$ cat src/rtl/router_fsm.sv
// -----------------------------------------------------------------------------
// router_fsm
//   Packet-level controller for the 1x3 router. It decodes the destination
//   address carried in the header byte, waits for the target FIFO to drain,
//   then sequences the header, payload and parity loads into router_reg and
//   router_sync. It stalls while the selected FIFO is full and abandons the
//   packet when the selected destination signals a soft reset.
//
// Ports
//   clock          system clock, rising edge
//   reset          asynchronous, active-high
//   pkt_valid      source is presenting packet bytes
//   data_in[1:0]   address field of the header byte
//   parity_done    router_reg has captured the parity byte
//   low_pkt_valid  router_reg saw pkt_valid fall while the FIFO was full
//   fifo_full      selected FIFO full (from router_sync)
//   fifo_empty_0/1/2  per-FIFO empty flags
//   soft_reset_0/1/2  per-FIFO read-timeout flags (from router_sync)
//   detect_add     high in DECODE_ADDRESS
//   lfd_state      high in LOAD_FIRST_DATA
//   ld_state       high in LOAD_DATA
//   laf_state      high in LOAD_AFTER_FULL
//   full_state     high in FIFO_FULL_STATE
//   write_enb_reg  FIFO write strobe to router_sync
//   rst_int_reg    high in CHECK_PARITY_ERROR
//   busy           source must hold its current byte
// -----------------------------------------------------------------------------
module router_fsm #(
  parameter logic [1:0] INVALID_ADDR = 2'b11
) (
  input  logic       clock,
  input  logic       reset,
  input  logic       pkt_valid,
  input  logic [1:0] data_in,
  input  logic       parity_done,
  input  logic       low_pkt_valid,
  input  logic       fifo_full,
  input  logic       fifo_empty_0,
  input  logic       fifo_empty_1,
  input  logic       fifo_empty_2,
  input  logic       soft_reset_0,
  input  logic       soft_reset_1,
  input  logic       soft_reset_2,
  output logic       detect_add,
  output logic       lfd_state,
  output logic       ld_state,
  output logic       laf_state,
  output logic       full_state,
  output logic       write_enb_reg,
  output logic       rst_int_reg,
  output logic       busy
);

  typedef enum logic [2:0] {
    DECODE_ADDRESS     = 3'd0,
    LOAD_FIRST_DATA    = 3'd1,
    LOAD_DATA          = 3'd2,
    LOAD_AFTER_FULL    = 3'd3,
    FIFO_FULL_STATE    = 3'd4,
    LOAD_PARITY        = 3'd5,
    CHECK_PARITY_ERROR = 3'd6,
    WAIT_TILL_EMPTY    = 3'd7
  } state_t;

  state_t     state;
  logic [1:0] addr;

  logic       hdr_valid;     // header presents an acceptable destination
  logic       hdr_empty;     // empty flag of the FIFO named by data_in
  logic       sel_empty;     // empty flag of the latched destination
  logic       sel_soft_rst;  // soft reset of the latched destination

  // The header is only taken when the source is driving and the address is
  // not the reserved value; otherwise the FSM idles in DECODE_ADDRESS.
  assign hdr_valid = pkt_valid && (data_in != INVALID_ADDR);

  always_comb begin
    hdr_empty = 1'b0;
    case (data_in)
      2'd0:    hdr_empty = fifo_empty_0;
      2'd1:    hdr_empty = fifo_empty_1;
      2'd2:    hdr_empty = fifo_empty_2;
      default: hdr_empty = 1'b0;
    endcase
  end

  always_comb begin
    sel_empty    = 1'b0;
    sel_soft_rst = 1'b0;
    case (addr)
      2'd0: begin
        sel_empty    = fifo_empty_0;
        sel_soft_rst = soft_reset_0;
      end
      2'd1: begin
        sel_empty    = fifo_empty_1;
        sel_soft_rst = soft_reset_1;
      end
      2'd2: begin
        sel_empty    = fifo_empty_2;
        sel_soft_rst = soft_reset_2;
      end
      default: begin
        sel_empty    = 1'b0;
        sel_soft_rst = 1'b0;
      end
    endcase
  end

  // State register and transition logic. A soft reset from the selected
  // destination overrides every other transition once a packet is underway.
  always_ff @(posedge clock or posedge reset) begin
    if (reset) begin
      state <= DECODE_ADDRESS;
      addr  <= 2'd0;
    end else if ((state != DECODE_ADDRESS) && sel_soft_rst) begin
      state <= DECODE_ADDRESS;
    end else begin
      case (state)
        DECODE_ADDRESS: begin
          if (hdr_valid) begin
            addr  <= data_in;
            state <= hdr_empty ? LOAD_FIRST_DATA : WAIT_TILL_EMPTY;
          end
        end
        LOAD_FIRST_DATA: state <= LOAD_DATA;
        LOAD_DATA: begin
          // A full FIFO must be honoured before the packet can be closed.
          if (fifo_full)
            state <= FIFO_FULL_STATE;
          else if (!pkt_valid)
            state <= LOAD_PARITY;
        end
        FIFO_FULL_STATE: begin
          if (!fifo_full)
            state <= LOAD_AFTER_FULL;
        end
        LOAD_AFTER_FULL: begin
          if (parity_done)
            state <= DECODE_ADDRESS;
          else if (low_pkt_valid)
            state <= LOAD_PARITY;
          else
            state <= LOAD_DATA;
        end
        LOAD_PARITY: state <= CHECK_PARITY_ERROR;
        CHECK_PARITY_ERROR: begin
          state <= fifo_full ? FIFO_FULL_STATE : DECODE_ADDRESS;
        end
        WAIT_TILL_EMPTY: begin
          if (sel_empty)
            state <= LOAD_FIRST_DATA;
        end
        default: state <= DECODE_ADDRESS;
      endcase
    end
  end

  // Moore output decode: depends on state only, so an asynchronous reset
  // is visible on the outputs immediately.
  always_comb begin
    detect_add    = 1'b0;
    lfd_state     = 1'b0;
    ld_state      = 1'b0;
    laf_state     = 1'b0;
    full_state    = 1'b0;
    write_enb_reg = 1'b0;
    rst_int_reg   = 1'b0;
    busy          = 1'b0;
    case (state)
      DECODE_ADDRESS: detect_add = 1'b1;
      LOAD_FIRST_DATA: begin
        lfd_state = 1'b1;
        busy      = 1'b1;
      end
      LOAD_DATA: begin
        ld_state      = 1'b1;
        write_enb_reg = 1'b1;
      end
      LOAD_AFTER_FULL: begin
        laf_state     = 1'b1;
        write_enb_reg = 1'b1;
        busy          = 1'b1;
      end
      FIFO_FULL_STATE: begin
        full_state = 1'b1;
        busy       = 1'b1;
      end
      LOAD_PARITY: begin
        write_enb_reg = 1'b1;
        busy          = 1'b1;
      end
      CHECK_PARITY_ERROR: begin
        rst_int_reg = 1'b1;
        busy        = 1'b1;
      end
      WAIT_TILL_EMPTY: busy = 1'b1;
      default: detect_add = 1'b1;
    endcase
  end

endmodule
$ cat config.mk
export PLATFORM = sky130hd
export DESIGN_NAME = router_fsm
export DESIGN_NICKNAME = d
export VERILOG_FILES = /design/src/rtl/router_fsm.sv
export SDC_FILE = /design/constraint.sdc
export NUM_CORES = 1
export LEC_CHECK = 0
export ABC_AREA = 1
export CAP_MARGIN = 20
export CORE_UTILIZATION = 41
export DETAILED_ROUTE_END_ITERATION = 10
export HOLD_SLACK_MARGIN = 0.06
export PLACE_DENSITY = 0.77
export SLEW_MARGIN = 20
export SYNTH_ARGS = -nofsm -noshare
export SYNTH_HDL_FRONTEND = slang
export SYNTH_SLANG_ARGS = --single-unit
$ cat constraint.sdc
create_clock -name clock -period 1.55 [get_ports clock]
set_input_delay 0.31 -clock clock [delete_from_list [all_inputs] [get_ports clock]]
set_output_delay 0.31 -clock clock [all_outputs]
set_load 0.02 [all_outputs]
==> summary.txt, run 1 <==
Clocking
  • CTS H-tree depth: 1
  • Clock slew seen by the registers of the worst setup and hold paths: 0.05 ns
  • Clock latency on the worst-skew pair: 0.24 ns
  • TritonCTS Sinks: 5
  • CTS tree: yes
  • Max Buffers Root-to-Sink: 2
  • CTS root buf: clkbuf_4
  • Post-CTS setup buffers: 0
  • Hold-fix buffers, CTS: 0
  • CTS Buf Count: 3

Route
  • DR vias: 655
  • Initial DRC Count: 11
  • WL/cell: 9.48 um
  • Antenna-violating nets left: 0
  • Final WL: 1350 um
  • DRC: 0
  • Pre-antenna DRT Iters: 4
  • Via density: 4.61

Power
  • Pint: 831 uW
  • Clock share of power: 0.092
  • Gate power share: 0.726
  • Tot Pwr: 1640 uW
  • PD cells: 1950 nW/um2
  • Sw Ratio: 0.494
  • Switching power: 811 uW
  • Sequential fraction of design power: 0.182
  • Maximum vdd drop: 0.00111 V
  • Leak: 0.000478 uW

Timing
  • Slew headroom: 0.852
  • Period utilization: 0.937
  • Final hold slack: 0.264 ns
  • Setup violators final: 0
  • RSZ-0062 raised after global routing: false
  • Fin. max-slew vios: 0
  • Worst-Margin Slew: 0.221 ns
  • Fmax: 688 MHz
  • Layout Skew: 0.00520 ns
  • Final worst path period need: 1.45 ns
  • Fin. Hold Viols: 0
  • TNS Setup: 0 ns

Worst setup path
  • Critical path type: flip-flop to output port
  • CP max-delay cell: dfrtp_2
  • CP endpoint kind: output port
  • CP cell instances: nor2_4 > inv_1 > nor2_1 > buf_2
  • R2r setup slk: 0.23 ns
  • R2R Path Start: state[1]
  • R2r endpoint: state[2]
  • Startpoint types: flip-flop
  • Register-to-Register Path Depth: 9
  • CP peak stage delay: 0.44 ns
  • Buffers & Inverters on Critical Path: 2
  • Max FO, Critical Path: 5
  • Critical Path RT: 1.24 ns
  • Delay-heaviest family, CP: flip-flops
  • Arrival time at the worst endpoint: 1.14 ns

Flow run
  • Max-cap violations: 0

Place
  • Dpl cell area: 850 um2
  • I/O Buffers: 21
  • DP HPWL: 1120 um
  • Final Wtd Congestion: 0.773

Status
  • Status: completed

Layout
  • Post-route design area: 842 um2
  • Fraction of layout cells with a size suffix above 1: 0.305
  • Layout area overhead: 54.4%
  • # fillers: 104
  • Layout Nets: 143
  • Diode count: 0

Global routing
  • Largest net degree at the start of global routing: 7
  • Initial antenna violation count: 0
  • Total gr overflow: 0
  • Vias in the first global route: 566
  • Overall routing resource usage: 0.226
  • Global-route wire length before repair: 2280 um

Synth
  • Synth Area per Inst: 5.93 um2
  • Synth Register Bits: 5
  • Count leader, synth: nand2_1
  • Ys flop type: dfrtp_1
  • Top cells by count, synth: nand2_1 (25), nor2_1 (17), inv_1 (13)
  • Post-synth ARST share: 1.00
  • Seq/Total Area, Yosys: 0.229
  • Top-area cell type share of the netlist area: 0.229
  • Net Count, Synth: 106
  • Ranking of synthesized cells by area: dfrtp_1 (23%), nand2_1 (17%), nor2_1 (12%), nand3_1 (10%), inv_1 (8.9%)
  • Synth warn: 0
  • Cell taking the most area after synthesis: dfrtp_1
  • Synth cell types: 19
  • EDFF count, synth: 0
  • Post-synthesis cell count: 92
  • Netlist Area Pre-Place: 546 um2

Floorplanning
  • Die height: 38.5 um
  • Floorplan Core Area: 1170 um2
  • Die area: 1480 um2
  • Die width: 38.5 um
  • Initial core utilization: 0.466
  • Io pins: 22
  • Rows: 12

Worst hold path
  • Class of the tightest hold or removal check: primary input to async pin
final cells by class:
class | count | area (um2) | share of cell area
Timing Repair Buffer | 33 | 260 | 0.309
Tap cell | 14 | 17.5 | 0.0208
Inverter | 16 | 60.1 | 0.0713
Sequential cell | 5 | 129 | 0.153
Multi-Input combinational cell | 70 | 349 | 0.415
Clock buffer | 4 | 26.3 | 0.0312
power by group through the flow:
stage | Clock (uW) | Combinational, uW | Sequential (uW)
after detailed placement | 0 | 1280 | 288
final | 151 | 1190 | 299
after global routing | 165 | 1320 | 315
after floorplan | 0 | 774 | 266
after global placement | 0 | 1270 | 286
after CTS | 155 | 1230 | 292
kinds of logic after synthesis:
group,count (synthesis),synth area share
AOI/OAI and AO/OA,6,0.0917
and+or+nand+nor,64,0.544
buffers and inverters,17,0.135
DFF,5,0.229
timing repair:
item                       in CTS  in global routing
gates resized for setup        28                  9
setup endpoints to repair       8                  7
pin swaps                       0                  1
worst reg2reg max path, stage by stage (launching register included):
cell and delay, ns:
dfrtp_2 0.44, nor2_4 0.15, nand2_4 0.07, buf_4 0.15, nor2_1 0.08, nand2_1 0.07
nand2_1 0.07, nor2_1 0.04, nand3_1 0.08, nand2_1 0.05
sequential cells by signal (all words and copies together), names as in the netlist:
register,cells
addr,2
state,3
metrics by stage:
step | util | setup slack, ns | instances
after detailed placement | 0.725 | -0.128 | 138
after global routing | 0.719 | 0.00302 | 142
final | 0.719 | 0.0974 | 142
after global placement | 0.725 | -0.104 | 138
after floorplan | - | 0.122 | 92
after CTS | 0.740 | 0.0201 | 142
metal layers:
layer	GRT usage	up-vias	routed length (um)
met4	0.0517	0	0
met3	0.0756	0	70
met2	0.415	22	710
met1	0.247	276	566
li1	-	357	-
met5	0	-	0
placed cells by master, fill, tap and decap left out, drive strengths merged:
cell | netlist | routed
dfrtp | 5 | 5
inv | 16 | 16
nand2 | 29 | 29
o21ai | 3 | 3
clkbuf | 1 | 5
o2111ai | 1 | 1
nand3 | 11 | 11
or2 | 1 | 1
nor2 | 20 | 20
buf | 0 | 19
nor3 | 1 | 1
clkdlybuf4s50 | 0 | 13
nor3b | 1 | 1
nand4 | 1 | 1
a21boi | 2 | 2
how the worst max path moves through the flow:
| stage | startpoint | slack, ns | cells after the start | endpoint |
|---|---|---|---|---|
| floorplan | state[1] | 0.12 | 3 | write_enb_reg |
| global placement | state[1] | -0.10 | 3 | write_enb_reg |
| detailed placement | state[1] | -0.13 | 3 | write_enb_reg |
| CTS | state[1] | 0.02 | 4 | laf_state |
| global route | state[1] | 0.003 | 4 | full_state |
| finish | state[1] | 0.1 | 4 | full_state |
No activity file was read; power rests on OpenSTA's default activity.
==> run 2, diff against run 1 <==
CAP_MARGIN = not set   (was 20)
==> results of run 2 <==
The final DEF is identical to that of run 1; final timing and power are the same.
==> run 3, diff against run 2 <==
CORE_MARGIN = 2   (was not set)
clock period = 1.4 ns   (was 1.55 ns; I/O delays follow)
==> summary.txt, run 3 (same netlist as run 1, synthesis figures left out) <==
Power
  • Leak: 0.000514 uW
  • Maximum vdd drop: 0.00144 V
  • Switching power: 1020 uW
  • Clock share of power: 0.077
  • PD cells: 2250 nW/um2
  • Gate power share: 0.761
  • Sw Ratio: 0.483
  • Sequential fraction of design power: 0.162
  • Pint: 1090 uW

Floorplanning
  • Floorplan Core Area: 1270 um2
  • Initial core utilization: 0.430
  • Die width: 40.5 um
  • Die area: 1640 um2
  • Rows: 13
  • Io pins: 22
  • Die height: 40.5 um

Place
  • DP HPWL: 1220 um
  • Final Wtd Congestion: 0.776
  • Dpl cell area: 836 um2
  • I/O Buffers: 21
  • Setup WS pre-CTS: -0.256 ns

Worst hold path
  • Class of the tightest hold or removal check: primary input to async pin

Status
  • Failing checks: negative setup slack
  • Status: finished, violations left

Layout
  • Diode count: 0
  • Regs by FF count: state x3, addr x2
  • Max reg flops: 3
  • Most frequent cells in the layout: nand2_1 (24), nor2_1 (14), buf_4 (13), inv_1 (11), clkdlybuf4s50_1 (11)
  • Layout Nets: 143
  • Top reg by flops: state
  • Fraction of layout cells with a size suffix above 1: 0.367
  • Util after Layout: 0.742
  • # fillers: 120
  • Post-route design area: 941 um2
  • Layout area overhead: 72.5%
  • Commonest non-fill, non-tap cell in the layout: nand2_1

Timing
  • Period utilization: 1.00
  • Fin. Hold Viols: 0
  • Final hold slack: 0.234 ns
  • Slew headroom: 0.836
  • Setup violators final: 1
  • RSZ-0062 raised after global routing: true
  • Layout Skew: 0.00876 ns
  • Fmax: 714 MHz
  • Final worst path period need: 1.40 ns
  • Worst-Margin Slew: 0.245 ns
  • Fin. max-slew vios: 0
  • Setup WS post-layout: -0.000237 ns

Worst setup path
  • Startpoint types: flip-flop
  • CP max-delay cell: dfrtp_2
  • CP peak stage delay: 0.46 ns
  • Critical Path RT: 1.12 ns
  • Critical path type: flip-flop to output port
  • Delay-heaviest family, CP: flip-flops
  • CP most frequent cell: buf_6
  • CP cell instances: nor2_4 > inv_2 > buf_6 > buf_6
  • CP endpoint kind: output port
  • Buffers & Inverters on Critical Path: 3
  • Arrival time at the worst endpoint: 1.12 ns
  • Max FO, Critical Path: 5

Global routing
  • Vias in the first global route: 603
  • Overall routing resource usage: 0.208
  • Largest net degree at the start of global routing: 7
  • Total gr overflow: 0
  • Initial antenna violation count: 0
  • Global-route wire length before repair: 2240 um

Clocking
  • CTS Buf Count: 3
  • CTS root buf: clkbuf_4
  • Clock latency on the worst-skew pair: 0.24 ns
  • TritonCTS Sinks: 5
  • Max Buffers Root-to-Sink: 2
  • Clock slew seen by the registers of the worst setup and hold paths: 0.05 ns
  • CTS tree: yes
  • CTS H-tree depth: 1

Route
  • WL/cell: 10.4 um
  • Pre-antenna DRT Iters: 4
  • Antenna-violating nets left: 0
  • Initial DRC Count: 13
  • Via density: 4.91
  • DR vias: 702
  • DRC: 0
  • Final WL: 1490 um

Flow run
  • Max-cap violations: 0
==> run 3: changes by cell type in the layout (fill, tap and decap cells not counted), moves of 2 or more <==
cell             change
buf_2                -7
buf_6                +7
nor2_4               +5
nor2_2               -3
clkdlybuf4s50_1      -2
dlymetal6s2s_1       +2
inv_1                -2
inv_2                +2
nand3_1              -2
nand3_2              +2
nor2_1               -2
==> run 3: worst paths after layout <==
check / from / to / slack, ns / cells after the start
setup / recovery: state[2] / busy / -0.0002 / 4
hold / removal: reset / state[0] / 0.23 / 2
setup reg to reg: state[0] / state[1] / 0.09 / 8
hold reg to reg: addr[1] / addr[1] / 0.67 / 2
max in group asynchronous: reset / state[2] / 0.98 / 2
min in group clock: data_in[1] / addr[1] / 0.36 / 3
==> run 3: layer usage <==
layer / vias up / track usage / wire length [um]
li1: 359 / - / -
met2: 28 / 0.437 / 849
met1: 313 / 0.178 / 535
met5: - / 0 / 0
met4: 0 / 0.0667 / 9
met3: 2 / 0.0611 / 97
==> run 3: metrics by stage <==
stage	setup TNS [ns]	std cells	power, uW
floorplan	0	92	1150
global placement	-1.94	137	1700
detailed placement	-2.17	137	1740
CTS	-0.0887	143	1940
global route	-0.247	143	2300
finish	-0.000237	143	2120
==> run 3: layout make-up <==
class / instances / area (um2) / share of cell area
Tap cell: 15 / 18.8 / 0.0199
Timing Repair Buffer: 33 / 312 / 0.331
Inverter: 16 / 60.1 / 0.0638
Multi-Input combinational cell: 70 / 395 / 0.420
Sequential cell: 5 / 129 / 0.137
Clock buffer: 4 / 26.3 / 0.0279
==> run 3: worst reg2reg max path: stages, from the launching register on <==
cell and delay (ns):
dfrtp_2 0.45, nor2_4 0.17, nand2_4 0.07, inv_2 0.06, buf_4 0.10, nand2_2 0.07
a21boi_4 0.15, nand3_1 0.08, nand2_1 0.05
==> run 3: power groups by stage <==
stage | sequential, uW | clock (uW) | combinational (uW)
final | 343 | 163 | 1610
after global routing | 356 | 188 | 1760
after CTS | 324 | 166 | 1450
after detailed placement | 318 | 0 | 1420
after global placement | 316 | 0 | 1390
after floorplan | 294 | 0 | 857
==> run 3: timing repair <==
item                       4_1_cts  5_1_grt
buffers inserted                 2        0
setup endpoints to repair        8       10
pin swaps                        2        5
gates cloned                     0        0
hold buffers                     0        0
gates resized for setup         47       21
